**src/rtl/riscv_ctrl_pkg.sv**
```systemverilog
// Shared encodings for the RV32I multi-cycle controller: opcodes, FSM states,
// instruction classes and datapath select codes.
package riscv_ctrl_pkg;

   localparam logic [6:0] OPC_R      = 7'b0110011;
   localparam logic [6:0] OPC_I      = 7'b0010011;
   localparam logic [6:0] OPC_LOAD   = 7'b0000011;
   localparam logic [6:0] OPC_STORE  = 7'b0100011;
   localparam logic [6:0] OPC_BRANCH = 7'b1100011;
   localparam logic [6:0] OPC_JAL    = 7'b1101111;
   localparam logic [6:0] OPC_JALR   = 7'b1100111;
   localparam logic [6:0] OPC_LUI    = 7'b0110111;
   localparam logic [6:0] OPC_AUIPC  = 7'b0010111;

   typedef enum logic [2:0] {
      ST_IDLE, ST_FETCH, ST_DECODE, ST_EXECUTE, ST_MEM, ST_WRITEBACK, ST_TRAP
   } state_t;

   typedef enum logic [3:0] {
      CLS_R, CLS_I, CLS_LOAD, CLS_STORE, CLS_BRANCH,
      CLS_JAL, CLS_JALR, CLS_LUI, CLS_AUIPC, CLS_ILL
   } cls_t;

   localparam logic [3:0] ALU_ADD   = 4'd0;
   localparam logic [3:0] ALU_SUB   = 4'd1;
   localparam logic [3:0] ALU_SLL   = 4'd2;
   localparam logic [3:0] ALU_SLT   = 4'd3;
   localparam logic [3:0] ALU_SLTU  = 4'd4;
   localparam logic [3:0] ALU_XOR   = 4'd5;
   localparam logic [3:0] ALU_SRL   = 4'd6;
   localparam logic [3:0] ALU_SRA   = 4'd7;
   localparam logic [3:0] ALU_OR    = 4'd8;
   localparam logic [3:0] ALU_AND   = 4'd9;
   localparam logic [3:0] ALU_PASSB = 4'd10;

   localparam logic [2:0] IMM_I = 3'd0;
   localparam logic [2:0] IMM_S = 3'd1;
   localparam logic [2:0] IMM_B = 3'd2;
   localparam logic [2:0] IMM_U = 3'd3;
   localparam logic [2:0] IMM_J = 3'd4;

   localparam logic [1:0] PC_PLUS4  = 2'd0;
   localparam logic [1:0] PC_TARGET = 2'd1;
   localparam logic [1:0] PC_JALR   = 2'd2;

   localparam logic [1:0] WB_ALU = 2'd0;
   localparam logic [1:0] WB_MEM = 2'd1;
   localparam logic [1:0] WB_PC4 = 2'd2;

   localparam logic [1:0] CAUSE_NONE    = 2'd0;
   localparam logic [1:0] CAUSE_ILLEGAL = 2'd1;
   localparam logic [1:0] CAUSE_TIMEOUT = 2'd2;

   function automatic cls_t opcode_class(input logic [6:0] opc);
      cls_t c;
      case (opc)
         OPC_R:      c = CLS_R;
         OPC_I:      c = CLS_I;
         OPC_LOAD:   c = CLS_LOAD;
         OPC_STORE:  c = CLS_STORE;
         OPC_BRANCH: c = CLS_BRANCH;
         OPC_JAL:    c = CLS_JAL;
         OPC_JALR:   c = CLS_JALR;
         OPC_LUI:    c = CLS_LUI;
         OPC_AUIPC:  c = CLS_AUIPC;
         default:    c = CLS_ILL;
      endcase
      return c;
   endfunction

endpackage

```
**src/rtl/riscv_multicycle_ctrl_alu_ctrl.sv**
```systemverilog
// ALU operation select from the latched instruction class and funct fields.
module riscv_alu_ctrl
   import riscv_ctrl_pkg::*;
(
   input  cls_t       cls,
   input  logic [2:0] funct3,
   input  logic [6:0] funct7,
   output logic [3:0] alu_op
);

   logic unused_funct7;
   assign unused_funct7 = ^{funct7[6], funct7[4:0]};

   always_comb begin
      alu_op = ALU_ADD;
      case (cls)
         CLS_R, CLS_I: begin
            case (funct3)
               // Immediate forms have no SUBI; funct7[5] only selects SRAI.
               3'b000:  alu_op = (cls == CLS_R && funct7[5]) ? ALU_SUB : ALU_ADD;
               3'b001:  alu_op = ALU_SLL;
               3'b010:  alu_op = ALU_SLT;
               3'b011:  alu_op = ALU_SLTU;
               3'b100:  alu_op = ALU_XOR;
               3'b101:  alu_op = funct7[5] ? ALU_SRA : ALU_SRL;
               3'b110:  alu_op = ALU_OR;
               default: alu_op = ALU_AND;
            endcase
         end
         CLS_LUI:    alu_op = ALU_PASSB;
         CLS_BRANCH: alu_op = ALU_SUB;
         default:    alu_op = ALU_ADD;
      endcase
   end

endmodule

```
**src/rtl/riscv_multicycle_ctrl.sv**
```systemverilog
// Multi-cycle RV32I control FSM: sequences fetch/decode/execute/mem/writeback,
// owns the memory handshake, counts retired instructions and traps.
module riscv_multicycle_ctrl
   import riscv_ctrl_pkg::*;
#(
   parameter int          CNT_W   = 32,
   parameter int unsigned TIMEOUT = 255
) (
   input  logic             clk,
   input  logic             rst_n,
   input  logic             run,
   input  logic [6:0]       opcode,
   input  logic [2:0]       funct3,
   input  logic [6:0]       funct7,
   input  logic             br_taken,
   input  logic             mem_ready,
   input  logic             trap_clr,
   output logic             mem_req,
   output logic             mem_we,
   output logic             addr_sel,
   output logic             ir_we,
   output logic             pc_we,
   output logic [1:0]       pc_sel,
   output logic             alu_src_a,
   output logic             alu_src_b,
   output logic [3:0]       alu_op,
   output logic [2:0]       imm_type,
   output logic             reg_we,
   output logic [1:0]       wb_sel,
   output logic [CNT_W-1:0] instret,
   output logic             trap,
   output logic [1:0]       trap_cause
);

   state_t      state;
   state_t      fetch_or_idle;
   cls_t        cls;
   cls_t        dec_cls;
   logic [31:0] to_cnt;
   logic        timeout_hit;
   logic [3:0]  alu_op_w;

   assign dec_cls       = opcode_class(opcode);
   assign fetch_or_idle = run ? ST_FETCH : ST_IDLE;
   // Fires on the TIMEOUT-th consecutive stalled request cycle.
   assign timeout_hit   = (TIMEOUT != 0) && !mem_ready && (to_cnt == TIMEOUT - 1);

   riscv_alu_ctrl u_alu_ctrl (
      .cls    (cls),
      .funct3 (funct3),
      .funct7 (funct7),
      .alu_op (alu_op_w)
   );

   always_ff @(posedge clk or negedge rst_n) begin
      if (!rst_n) begin
         state      <= ST_IDLE;
         cls        <= CLS_R;
         instret    <= '0;
         trap       <= 1'b0;
         trap_cause <= CAUSE_NONE;
         to_cnt     <= '0;
      end else begin
         case (state)
            ST_IDLE: if (run) state <= ST_FETCH;
            ST_FETCH: begin
               if (mem_ready) begin
                  to_cnt <= '0;
                  state  <= ST_DECODE;
               end else if (timeout_hit) begin
                  to_cnt     <= '0;
                  state      <= ST_TRAP;
                  trap       <= 1'b1;
                  trap_cause <= CAUSE_TIMEOUT;
               end else begin
                  to_cnt <= to_cnt + 32'd1;
               end
            end
            ST_DECODE: begin
               cls <= dec_cls;
               if (dec_cls == CLS_ILL) begin
                  state      <= ST_TRAP;
                  trap       <= 1'b1;
                  trap_cause <= CAUSE_ILLEGAL;
               end else begin
                  state <= ST_EXECUTE;
               end
            end
            ST_EXECUTE: begin
               case (cls)
                  CLS_BRANCH, CLS_JAL, CLS_JALR: begin
                     state   <= fetch_or_idle;
                     instret <= instret + CNT_W'(1);
                  end
                  CLS_LOAD, CLS_STORE: state <= ST_MEM;
                  default:             state <= ST_WRITEBACK;
               endcase
            end
            ST_MEM: begin
               if (mem_ready) begin
                  to_cnt <= '0;
                  if (cls == CLS_STORE) begin
                     state   <= fetch_or_idle;
                     instret <= instret + CNT_W'(1);
                  end else begin
                     state <= ST_WRITEBACK;
                  end
               end else if (timeout_hit) begin
                  to_cnt     <= '0;
                  state      <= ST_TRAP;
                  trap       <= 1'b1;
                  trap_cause <= CAUSE_TIMEOUT;
               end else begin
                  to_cnt <= to_cnt + 32'd1;
               end
            end
            ST_WRITEBACK: begin
               state   <= fetch_or_idle;
               instret <= instret + CNT_W'(1);
            end
            ST_TRAP: begin
               if (trap_clr) begin
                  state      <= ST_IDLE;
                  trap       <= 1'b0;
                  trap_cause <= CAUSE_NONE;
               end
            end
            default: state <= ST_IDLE;
         endcase
      end
   end

   always_comb begin
      mem_req   = 1'b0;
      mem_we    = 1'b0;
      addr_sel  = 1'b0;
      ir_we     = 1'b0;
      pc_we     = 1'b0;
      pc_sel    = PC_PLUS4;
      alu_src_a = 1'b0;
      alu_src_b = 1'b0;
      alu_op    = ALU_ADD;
      imm_type  = IMM_I;
      reg_we    = 1'b0;
      wb_sel    = WB_ALU;
      case (state)
         ST_FETCH: begin
            mem_req = 1'b1;
            ir_we   = mem_ready;
         end
         ST_DECODE: begin
            // Control-flow instructions settle the PC themselves in EXECUTE.
            case (dec_cls)
               CLS_ILL, CLS_BRANCH, CLS_JAL, CLS_JALR: ;
               default: pc_we = 1'b1;
            endcase
         end
         ST_EXECUTE: begin
            alu_op = alu_op_w;
            case (cls)
               CLS_I, CLS_LOAD: begin
                  alu_src_b = 1'b1;
                  imm_type  = IMM_I;
               end
               CLS_STORE: begin
                  alu_src_b = 1'b1;
                  imm_type  = IMM_S;
               end
               CLS_LUI: begin
                  alu_src_b = 1'b1;
                  imm_type  = IMM_U;
               end
               CLS_AUIPC: begin
                  alu_src_a = 1'b1;
                  alu_src_b = 1'b1;
                  imm_type  = IMM_U;
               end
               CLS_BRANCH: begin
                  imm_type = IMM_B;
                  pc_we    = 1'b1;
                  pc_sel   = br_taken ? PC_TARGET : PC_PLUS4;
               end
               CLS_JAL: begin
                  alu_src_a = 1'b1;
                  alu_src_b = 1'b1;
                  imm_type  = IMM_J;
                  pc_we     = 1'b1;
                  pc_sel    = PC_TARGET;
                  reg_we    = 1'b1;
                  wb_sel    = WB_PC4;
               end
               CLS_JALR: begin
                  alu_src_b = 1'b1;
                  imm_type  = IMM_I;
                  pc_we     = 1'b1;
                  pc_sel    = PC_JALR;
                  reg_we    = 1'b1;
                  wb_sel    = WB_PC4;
               end
               default: ;
            endcase
         end
         ST_MEM: begin
            mem_req  = 1'b1;
            addr_sel = 1'b1;
            mem_we   = (cls == CLS_STORE);
         end
         ST_WRITEBACK: begin
            reg_we = 1'b1;
            wb_sel = (cls == CLS_LOAD) ? WB_MEM : WB_ALU;
         end
         default: ;
      endcase
   end

endmodule

```
**config.mk**
```make
export PLATFORM = sky130hd
export DESIGN_NAME = riscv_multicycle_ctrl
export DESIGN_NICKNAME = d
export VERILOG_FILES = /design/src/rtl/riscv_ctrl_pkg.sv /design/src/rtl/riscv_multicycle_ctrl_alu_ctrl.sv /design/src/rtl/riscv_multicycle_ctrl.sv
export SDC_FILE = /design/constraint.sdc
export NUM_CORES = 1
export LEC_CHECK = 0
export ABC_AREA = 1
export BUFFER_PORTS_ARGS = -buffer_cell sky130_fd_sc_hd__buf_2
export CAP_MARGIN = 20
export CORE_ASPECT_RATIO = 1.1
export CORE_MARGIN = 2
export CORE_UTILIZATION = 58
export DETAILED_ROUTE_END_ITERATION = 8
export HOLD_SLACK_MARGIN = 0.05
export PLACE_DENSITY = 0.81
export SLEW_MARGIN = 10
export SYNTH_ARGS = -nofsm -noshare
export SYNTH_HDL_FRONTEND = slang
export SYNTH_SLANG_ARGS = --single-unit
```
**constraint.sdc**
```tcl
create_clock -name clk -period 2.5 [get_ports clk]
set_clock_uncertainty 0.1 [all_clocks]
set_input_delay 0.5 -clock clk [delete_from_list [all_inputs] [get_ports clk]]
set_output_delay 0.5 -clock clk [all_outputs]
set_load 0.03 [all_outputs]
```
==> results of run 1 <==
[per-layer routing]
metal  GRT usage  part of all wire
met1       0.359              0.40
met2       0.548              0.50
met3      0.0471             0.064
met4       0.135             0.036
met5           0                 0
[critical path, cell delays in order, from the launching register on]
cell and delay (ns):
sky130_fd_sc_hd__dfrtp_1 0.45, sky130_fd_sc_hd__inv_2 0.13, sky130_fd_sc_hd__nand3_4 0.14, sky130_fd_sc_hd__inv_2 0.13, sky130_fd_sc_hd__nand4_1 0.12, sky130_fd_sc_hd__o31ai_1 0.21
sky130_fd_sc_hd__buf_2 0.24
[through the flow]
stage          instance area [um2]  worst slack (ns)  std cells  utilization  total power (W)
2_1_floorplan                 5210             0.268        804            -          0.00330
3_3_place_gp                  5690             0.369        982        0.648          0.00378
3_5_place_dp                  5690             0.291        982        0.648          0.00384
4_1_cts                       5890            0.0582        998        0.671          0.00481
5_1_grt                       5900           0.00955        998        0.672          0.00514
6_report                      5900             0.127        998        0.672          0.00482
[cells by family after synthesis]
| logic type | after synthesis |
|---|---|
| buffers and inverters | 107 |
| AOI/OAI and AO/OA | 66 |
| xor gates and xnor gates | 33 |
| DFF | 74 |
| and+or+nand+nor | 521 |
| adders and majority gates | 3 |
[final timing paths]
kind	slack, ns	cells past startpoint	from	to
min in group asynchronous	0.53	2	rst_n	instret[2]
worst max register to register	0.34	9	instret[0]	instret[26]
worst min-delay path	0.36	3	trap_clr	state[1]
worst min register to register	0.38	2	trap_cause[0]	trap_cause[0]
worst max-delay path	0.13	6	state[2]	alu_op[1]
max in group asynchronous	1.18	3	rst_n	to_cnt[10]
[cell type report]
type,count,share of cell area
Sequential cell,74,0.314
Multi-Input combinational cell,623,0.496
Timing Repair Buffer,79,0.0738
Clock buffer,10,0.0233
Inverter,93,0.0592
Clock inverter,5,0.00933
Tap cell,114,0.0242
[flip-flops by register name (all words and copies together), names as in the netlist]
signal      flops
instret        32
to_cnt         32
cls             4
state           3
trap_cause      2
trap            1
[cell usage in the layout, fill, tap and decap left out, types with 3 or more instances in the layout]
| cell type | n |
|---|---|
| sky130_fd_sc_hd__nand2_1 | 280 |
| sky130_fd_sc_hd__dfrtp_1 | 74 |
| sky130_fd_sc_hd__a21oi_1 | 11 |
| sky130_fd_sc_hd__nand3b_1 | 6 |
| sky130_fd_sc_hd__nor3_1 | 24 |
| sky130_fd_sc_hd__xnor2_1 | 11 |
| sky130_fd_sc_hd__clkbuf_8 | 10 |
| sky130_fd_sc_hd__nand3_1 | 48 |
| sky130_fd_sc_hd__nor2_2 | 3 |
| sky130_fd_sc_hd__buf_4 | 8 |
| sky130_fd_sc_hd__ha_1 | 3 |
| sky130_fd_sc_hd__buf_2 | 69 |
| sky130_fd_sc_hd__o21ai_0 | 33 |
| sky130_fd_sc_hd__nand2_2 | 5 |
| sky130_fd_sc_hd__nor2_1 | 116 |
| sky130_fd_sc_hd__o22ai_1 | 7 |
| sky130_fd_sc_hd__inv_2 | 5 |
| sky130_fd_sc_hd__o21ai_1 | 9 |
| sky130_fd_sc_hd__inv_1 | 88 |
| sky130_fd_sc_hd__nor2_4 | 4 |
| sky130_fd_sc_hd__xor2_1 | 20 |
| sky130_fd_sc_hd__nand4_1 | 28 |
[report_power, final]
part           leakage, nW  internal (W)  switching [W]
logic                 1.80      0.000605        0.00143
clock network       0.0941      0.000479       0.000478
registers            0.992       0.00146       0.000372
total                 2.88       0.00254        0.00228
[repair_timing]
| action | in CTS | in global routing |
|---|---|---|
| hold buffers | 1 | 0 |
| setup endpoints to repair | 0 | 2 |
| hold endpoints to repair | 35 | 0 |
| resized for setup | 0 | 1 |
==> flow_summary_export.csv, run 1 <==
group,metric,value,unit
run_status,status,"completed",
grt,pin_count_of_the_biggest_net_entering_global_routing,40,
final_layout,fill_cells,793,
pwr,power.static_leakage,2.88,nW
grt,first_pass_grt_wire_length,23400,um
hold_path,worst_hold_path_type,"in -> reg",
synth,synth_area_leader_cell,"sky130_fd_sc_hd__dfrtp_1",
synth,main_combinational_cell_family_by_area_after_synthesis,"simple AND/OR/NAND/NOR gates",
synth,share_of_the_synthesized_netlist_area_taken_by_xor_and_xnor_gates,0.0583,
timing,finalSetupViolations,0,
timing,final_max_slew_viol_count,0,
floorplan,floorplan.die.height,103,um
detailed_routing,drt-vias-per-instance,5.56,
grt,grt_antenna_before_repair,0,
timing,share_of_the_cycle_needed_by_the_critical_path_after_routing,0.949,
setup_path,critical_path_class,"reg -> out",
run,maxCapViolCount,0,
pwr,power.density_cell_area,817,nW/um2
clocking,cts_made_buffers,9,
timing,fmaxAchievable,421,MHz
detailed_routing,post-route-drc-count,0,
placement,detailedPlacementHpwl,10700,um
synth,netlist.area_leader.share,0.355,
synth,synth_top_cells_by_count,"sky130_fd_sc_hd__nand2_1 (280), sky130_fd_sc_hd__nor2_1 (116), sky130_fd_sc_hd__inv_1 (88), sky130_fd_sc_hd__dfrtp_1 (74), sky130_fd_sc_hd__nand3_1 (48)",
synth,netlist_top_cells_area,"sky130_fd_sc_hd__dfrtp_1 (36%), sky130_fd_sc_hd__nand2_1 (20%), sky130_fd_sc_hd__nor2_1 (8.4%)",
detailed_routing,routed_wire_length_per_instance,14.2,um
synth,synth_enable_flop_cells,0,
setup_path,worstPathRequired,1.90,ns
synth,synth-compound-area-share,0.0677,
synth,synth.lib_cells_used.distinct,34,
floorplan,dieArea,9760,um2
synth,synthMuxAreaShare,0,
setup_path,endpoint_kind,"primary output",
synth,synth.net_count,830,
clocking,worstSkewPairLatency,0.36,ns
final_layout,finish.net_count,906,
synth,ys_dominant_reg_cell,"sky130_fd_sc_hd__dfrtp_1",
synth,syn-mean-instance-area,6.48,um2
synth,yosysWarnings,0,
synth,syn_area,5210,um2
clocking,cts_root_buf,"sky130_fd_sc_hd__clkbuf_8",
clocking,cts_post_setup_buffers_inserted,0,
final_layout,insertedDiodeCount,0,
detailed_routing,drtIter0Drc,360,
floorplan,start_util,0.594,
timing,hold_ws,0.361,ns
synth,synth_simple_gate_area_share,0.427,
timing,timing.max_slew.rel_slack,0.657,
floorplan,fp.coreArea,8780,um2
grt,gr-usage-all-layers,0.304,
setup_path,crit_path_max_fanout,11,
detailed_routing,total_via_count_in_the_routed_design,5553,
final_layout,flow.area_growth_from_synthesis,13.1,%
final_layout,footprint_of_the_flip_flops_and_latches,1850,um2
synth,async_set_or_reset_register_ratio_after_synthesis,1.00,
synth,synth-adder-area-share,0.00720,
pwr,vdd.ir_drop.worst,0.000437,V
floorplan,design.portCount,77,
setup_path,arrival_time_of_data_at_the_critical_path_endpoint,1.77,ns
clocking,cts.clk_slew.worst_paths,0.08,ns
clocking,cts_tree,"done",
grt,first_global_vias,5211,
synth,syn-instance-count,804,
synth,share_of_the_yosys_chip_area_belonging_to_registers,0.355,
detailed_routing,antenna_left,0,
final_layout,multi_input_comb_area,2930,um2
clocking,clock_sinks,74,
timing,grt_setup_unrepaired,"false",
clocking,htree_levels,3,
floorplan,floorplan.rows,36,
synth,post-synth-top-count-cell,"sky130_fd_sc_hd__nand2_1",
detailed_routing,route.final.wire_length,14200,um
detailed_routing,drt-pass1-iter-count,6,
timing,post_layout_minimum_cycle_time,2.37,ns
placement,port_buffers,70,
timing,hold_viol_final,0,
grt,globalRouteOverflowTotal,0,
timing,worst-slew-pin-transition,0.511,ns
timing,setup_tns,0,ns
setup_path,critical_path.startpoint_type,"flip-flop",
final_layout,layout_cells_sized_above_1,0.133,
clocking,clk_path_buf_depth,2,
synth,postSynthRegisterBits,74,
placement,routabilityCongestion,0.973,
floorplan,floorplan.die.width,94.4,um
Note: power is estimated with default switching activity, not from simulation.
==> inputs of run 2 (changes only) <==
--- a/config.mk
+++ b/config.mk
@@ -13,7 +13,7 @@
 export CORE_UTILIZATION = 58
 export DETAILED_ROUTE_END_ITERATION = 8
 export HOLD_SLACK_MARGIN = 0.05
-export PLACE_DENSITY = 0.81
+export PLACE_DENSITY = 0.78
 export SLEW_MARGIN = 10
 export SYNTH_ARGS = -nofsm -noshare
 export SYNTH_HDL_FRONTEND = slang
==> run 2 against run 1 <==
Non-clock buffer count did not move. Setup slack worse by 0.050 ns. Final cell count increased by 0.10%. Worst hold slack gained 0.016 ns. Critical endpoint unchanged. Sequential share of layout area is 0.080 points higher. Largest power group unchanged. Count of clock-buffer cells in the layout grew 1. Combinational power increased by 2%. Via count is 2.1% lower. Register-to-register slack improved by 0.03 ns.
==> flow_summary_export.csv, run 2 (synthesized netlist as in run 1, its figures left out) <==
group,metric,value,unit
detailed_routing,route.final.wire_length,14200,um
clocking,cts_root_buf,"sky130_fd_sc_hd__clkbuf_8",
timing,post_layout_minimum_cycle_time,2.42,ns
floorplan,design.portCount,77,
grt,gr-usage-all-layers,0.303,
pwr,power.static_leakage,2.87,nW
detailed_routing,drtIter0Drc,320,
floorplan,dieArea,9760,um2
clocking,clk_path_buf_depth,2,
grt,globalRouteOverflowTotal,0,
pwr,power.density_cell_area,800,nW/um2
final_layout,finish.net_count,906,
timing,timing.max_slew.rel_slack,0.638,
final_layout,flow.area_growth_from_synthesis,12.8,%
run,maxCapViolCount,0,
detailed_routing,drt-pass1-iter-count,5,
setup_path,worstPathRequired,1.90,ns
final_layout,insertedDiodeCount,0,
floorplan,start_util,0.594,
final_layout,layout.cells.most_common,"sky130_fd_sc_hd__nand2_1",
placement,detailedPlacementHpwl,10800,um
final_layout,most-common-layout-cells,"sky130_fd_sc_hd__nand2_1 (280), sky130_fd_sc_hd__nor2_1 (115), sky130_fd_sc_hd__inv_1 (88)",
clocking,htree_levels,3,
clocking,cts_made_buffers,9,
detailed_routing,antenna_left,0,
pwr,netSwitchingFraction,0.483,
timing,share_of_the_cycle_needed_by_the_critical_path_after_routing,0.969,
clocking,cts_tree,"done",
detailed_routing,total_via_count_in_the_routed_design,5435,
pwr,p_seq_frac,0.386,
final_layout,layout.cell_area.non_filler,5880,um2
timing,hold_viol_final,0,
timing,worst-slew-pin-transition,0.539,ns
placement,port_buffers,70,
timing,final_max_slew_viol_count,0,
timing,fmaxAchievable,413,MHz
final_layout,top_regs,"instret (32), to_cnt (32), cls (4)",
placement,routabilityCongestion,0.929,
setup_path,slowest_stage,"sky130_fd_sc_hd__dfrtp_1",
pwr,pwr-share-comb,0.440,
clocking,cts.clk_slew.worst_paths,0.07,ns
grt,first_global_vias,5035,
run_status,status,"completed",
setup_path,endpoint_kind,"primary output",
final_layout,layout_cells_sized_above_1,0.133,
floorplan,floorplan.die.width,94.4,um
setup_path,arrival_time_of_data_at_the_critical_path_endpoint,1.82,ns
floorplan,floorplan.die.height,103,um
setup_path,maximum_cell_stage_delay_along_the_critical_path,0.45,ns
setup_path,critical_path.most_common_cell,"sky130_fd_sc_hd__inv_2",
detailed_routing,drt-vias-per-instance,5.44,
timing,grt_setup_unrepaired,"true",
timing,finalSetupViolations,0,
grt,pin_count_of_the_biggest_net_entering_global_routing,39,
placement,detailed_place.area,5700,um2
floorplan,floorplan.rows,36,
final_layout,final_core_utilization,0.670,
clocking,clock_sinks,74,
setup_path,crit_path_max_fanout,11,
floorplan,fp.coreArea,8780,um2
setup_path,path_cells,"inv_2 -> nand3_4 -> inv_2 -> nand4_1 -> o31ai_1 -> buf_2",
detailed_routing,routed_wire_length_per_instance,14.2,um
grt,grt_antenna_before_repair,0,
pwr,power_frac_clock,0.175,
pwr,netSwitchingPower,0.00227,W
pwr,intPower,0.00243,W
clocking,worstSkewPairLatency,0.36,ns
pwr,vdd.ir_drop.worst,0.000453,V
hold_path,worst_hold_path_type,"reg -> reg",
setup_path,critical_path.startpoint_type,"flip-flop",
detailed_routing,post-route-drc-count,0,
grt,first_pass_grt_wire_length,23200,um
setup_path,critical_path_class,"reg -> out",
[run 2: cell count changes in the layout (fill, tap and decap cells not counted)]
cell and change:
sky130_fd_sc_hd__buf_12 +1, sky130_fd_sc_hd__buf_4 -1, sky130_fd_sc_hd__bufinv_16 -1, sky130_fd_sc_hd__clkbuf_1 +2
sky130_fd_sc_hd__clkbuf_8 -1, sky130_fd_sc_hd__clkinv_2 +1, sky130_fd_sc_hd__clkinv_4 +1, sky130_fd_sc_hd__clkinvlp_4 -1
sky130_fd_sc_hd__nor2_1 -1, sky130_fd_sc_hd__nor2_2 +1
[run 2: cell type report]
class	instances	area, um2
repair buffers	79	448
flip-flops and latches	74	1850
well taps	114	143
clock buffers	11	131
inverters	93	349
fillers	815	2900
clock inverters	5	31.3
multi-input cells	623	2930
[run 2: power by group through the flow]
stage / Combinational, W / Sequential, W / Clock (W)
final: 0.00207 / 0.00182 / 0.000822
after global placement: 0.00200 / 0.00181 / 0
after CTS: 0.00207 / 0.00181 / 0.000843
after detailed placement: 0.00205 / 0.00183 / 0
after global routing: 0.00230 / 0.00187 / 0.000890
after floorplan: 0.00138 / 0.00192 / 0
[run 2: critical path: cells and delay by family, from the launching register on]
family / cells / cell delay, ns
flip-flops: 1 / 0.45
buffers and inverters: 3 / 0.52
AO/OA/AOI/OAI: 1 / 0.24
AND/OR/NAND/NOR: 2 / 0.25
[run 2: worst paths after layout]
| check | end | depth (start not counted) | startpoint | slack (ns) |
|---|---|---|---|---|
| max in group asynchronous | to_cnt[6] | 3 | rst_n | 1.17 |
| worst min-delay path | trap | 2 | trap | 0.38 |
| min in group asynchronous | instret[3] | 2 | rst_n | 0.55 |
| worst min register to register | trap | 2 | trap | 0.38 |
| worst max register to register | instret[20] | 9 | state[2] | 0.37 |
| worst max-delay path | alu_op[1] | 6 | state[2] | 0.08 |
[run 2: metrics by stage]
step / TNS [ns] / worst slack, ns / power, W / hold WS [ns] / std cells
after floorplan: 0 / 0.268 / 0.00330 / 0.104 / 804
after global placement: 0 / 0.334 / 0.00380 / 0.353 / 982
after detailed placement: 0 / 0.279 / 0.00388 / 0.362 / 982
after CTS: 0 / 0.0832 / 0.00472 / 0.370 / 999
after global routing: -0.00768 / -0.00768 / 0.00506 / 0.402 / 999
final: 0 / 0.0773 / 0.00471 / 0.377 / 999
[run 2: what timing repair did]
action / 4_1_cts / 5_1_grt
buffers inserted: 0 / 0
hold buffers: 1 / 0
hold endpoints to repair: 36 / 0
endpoints found under the setup margin: 1 / 1
resized for setup: 1 / 1
[run 2: metal layers]
metal / GRT usage / part of all wire
met3: 0.0384 / 0.046
met2: 0.528 / 0.50
met5: 0 / 0
met4: 0.177 / 0.040
met1: 0.360 / 0.42
==> inputs of run 3 (changes only) <==
--- a/config.mk
+++ b/config.mk
@@ -14,6 +14,8 @@
 export DETAILED_ROUTE_END_ITERATION = 8
 export HOLD_SLACK_MARGIN = 0.05
 export PLACE_DENSITY = 0.78
+export RECOVER_POWER = 50
+export SETUP_SLACK_MARGIN = 0.1
 export SLEW_MARGIN = 10
 export SYNTH_ARGS = -nofsm -noshare
 export SYNTH_HDL_FRONTEND = slang
==> run 3 against run 2 <==
Sequential share of layout area up 0.055 points. Final cell count up 0.20%. Sequential power about the same. Worst hold slack better by 0.0023 ns. Routed wire length up 1.5%. Largest cell class unchanged.
==> flow_summary_export.csv, run 3 (synthesized netlist as in run 1, its figures left out) <==
group,metric,value,unit
run_status,status,"completed",
floorplan,fp.coreArea,8780,um2
detailed_routing,drtIter0Drc,327,
pwr,power.static_leakage,2.79,nW
setup_path,worst-r2r-setup-slack,0.36,ns
detailed_routing,drt-vias-per-instance,5.49,
grt,first_global_vias,5041,
timing,grt_setup_unrepaired,"true",
grt,first_pass_grt_wire_length,23200,um
floorplan,design.portCount,77,
timing,worst-slew-pin-transition,0.940,ns
clocking,clk_path_buf_depth,2,
pwr,p_seq_frac,0.386,
detailed_routing,route.final.wire_length,14400,um
pwr,intPower,0.00243,W
clocking,cts_made_buffers,9,
setup_path,endpoint_kind,"primary output",
detailed_routing,routed_wire_length_per_instance,14.4,um
placement,routabilityCongestion,0.929,
grt,grt_antenna_before_repair,0,
timing,hold_ws,0.379,ns
final_layout,layout.cell_area.non_filler,5880,um2
timing,timing.max_slew.rel_slack,0.373,
setup_path,crit_path_max_fanout,6,
floorplan,floorplan.rows,36,
detailed_routing,post-route-drc-count,0,
timing,fmaxAchievable,428,MHz
grt,pin_count_of_the_biggest_net_entering_global_routing,39,
floorplan,start_util,0.594,
clocking,cts_tree,"done",
placement,port_buffers,70,
detailed_routing,drt-pass1-iter-count,5,
placement,detailed_place.area,5700,um2
pwr,pwr-share-comb,0.439,
final_layout,most-common-layout-cells,"sky130_fd_sc_hd__nand2_1 (280), sky130_fd_sc_hd__nor2_1 (114), sky130_fd_sc_hd__inv_1 (88)",
final_layout,stdcell_count,1001,
final_layout,layout.cells.most_common,"sky130_fd_sc_hd__nand2_1",
pwr,report.power.total,0.00474,W
placement,placed_cells_incl_taps,982,
placement,detailedPlacementHpwl,10800,um
clocking,cts_root_buf,"sky130_fd_sc_hd__clkbuf_8",
floorplan,floorplan.die.height,103,um
grt,globalRouteOverflowTotal,0,
detailed_routing,antenna_left,0,
setup_path,worstPathRequired,1.90,ns
run,maxCapViolCount,0,
setup_path,arrival_time_of_data_at_the_critical_path_endpoint,1.74,ns
clocking,cts.clk_slew.worst_paths,0.07,ns
setup_path,critical_path.startpoint_type,"flip-flop",
hold_path,worst_hold_path_type,"reg -> reg",
timing,hold_viol_final,0,
final_layout,layout_cells_sized_above_1,0.112,
pwr,power.density_cell_area,807,nW/um2
pwr,vdd.ir_drop.worst,0.000450,V
timing,finalSetupViolations,0,
final_layout,flow.area_growth_from_synthesis,12.7,%
final_layout,finish.net_count,908,
setup_path,critical_path_class,"reg -> out",
floorplan,dieArea,9760,um2
floorplan,floorplan.die.width,94.4,um
timing,post_layout_minimum_cycle_time,2.34,ns
timing,setup_tns,0,ns
clocking,worstSkewPairLatency,0.36,ns
pwr,power_frac_clock,0.175,
timing,final_max_slew_viol_count,0,
timing,share_of_the_cycle_needed_by_the_critical_path_after_routing,0.934,
pwr,netSwitchingPower,0.00231,W
clocking,clock_sinks,74,
detailed_routing,total_via_count_in_the_routed_design,5495,
final_layout,fill_cells,828,
pwr,netSwitchingFraction,0.487,
final_layout,top_regs,"instret (32), to_cnt (32), cls (4)",
clocking,htree_levels,3,
final_layout,insertedDiodeCount,0,
grt,gr-usage-all-layers,0.303,
## run 3: worst paths after layout
kind | startpoint | to | cells after the start
max reg2reg | cls[3] | instret[20] | 8
max in group asynchronous | rst_n | to_cnt[13] | 3
min reg2reg | trap | trap | 2
max | state[2] | alu_op[1] | 6
min in group asynchronous | rst_n | instret[3] | 2
min | trap | trap | 2
## run 3: per-stage QoR
stage,setup WS (ns),util
final,0.164,0.669
after global routing,0.0501,0.669
after CTS,0.100,0.670
after detailed placement,0.279,0.649
after global placement,0.334,0.649
after floorplan,0.268,-
## run 3: worst max-delay path: stages, from the launching register on
cell and delay, ns:
sky130_fd_sc_hd__dfrtp_1 0.44, sky130_fd_sc_hd__inv_2 0.13, sky130_fd_sc_hd__nand3_4 0.12, sky130_fd_sc_hd__inv_4 0.11, sky130_fd_sc_hd__nand4_1 0.10, sky130_fd_sc_hd__o31ai_1 0.26
sky130_fd_sc_hd__buf_4 0.21
## run 3: layout make-up
| type | count | area (um2) | area share |
|---|---|---|---|
| repair buffers | 81 | 420 | 0.0715 |
| clock inverters | 5 | 31.3 | 0.00532 |
| flip-flops and latches | 74 | 1850 | 0.315 |
| multi-input cells | 623 | 2950 | 0.501 |
| well taps | 114 | 143 | 0.0243 |
| clock buffers | 11 | 131 | 0.0224 |
| inverters | 93 | 352 | 0.0598 |
## run 3: power groups by stage
stage	Combinational [W]	Clock, W	Sequential [W]
after floorplan	0.00138	0	0.00192
after global placement	0.00200	0	0.00181
after detailed placement	0.00205	0	0.00183
after CTS	0.00207	0.000843	0.00181
after global routing	0.00231	0.000890	0.00188
final	0.00208	0.000830	0.00183
## run 3: metal layers
metal	routed length, um	GRT usage
met5	0	0
met4	602	0.177
met3	787	0.0384
met2	7070	0.529
met1	5920	0.360
## run 3: timing repair
item,4_1_cts,5_1_grt
hold endpoints to repair,36,0
setup buffers,0,2
setup endpoints to repair,2,9
cloned,0,0
resized for setup,2,8
hold buffers,1,0
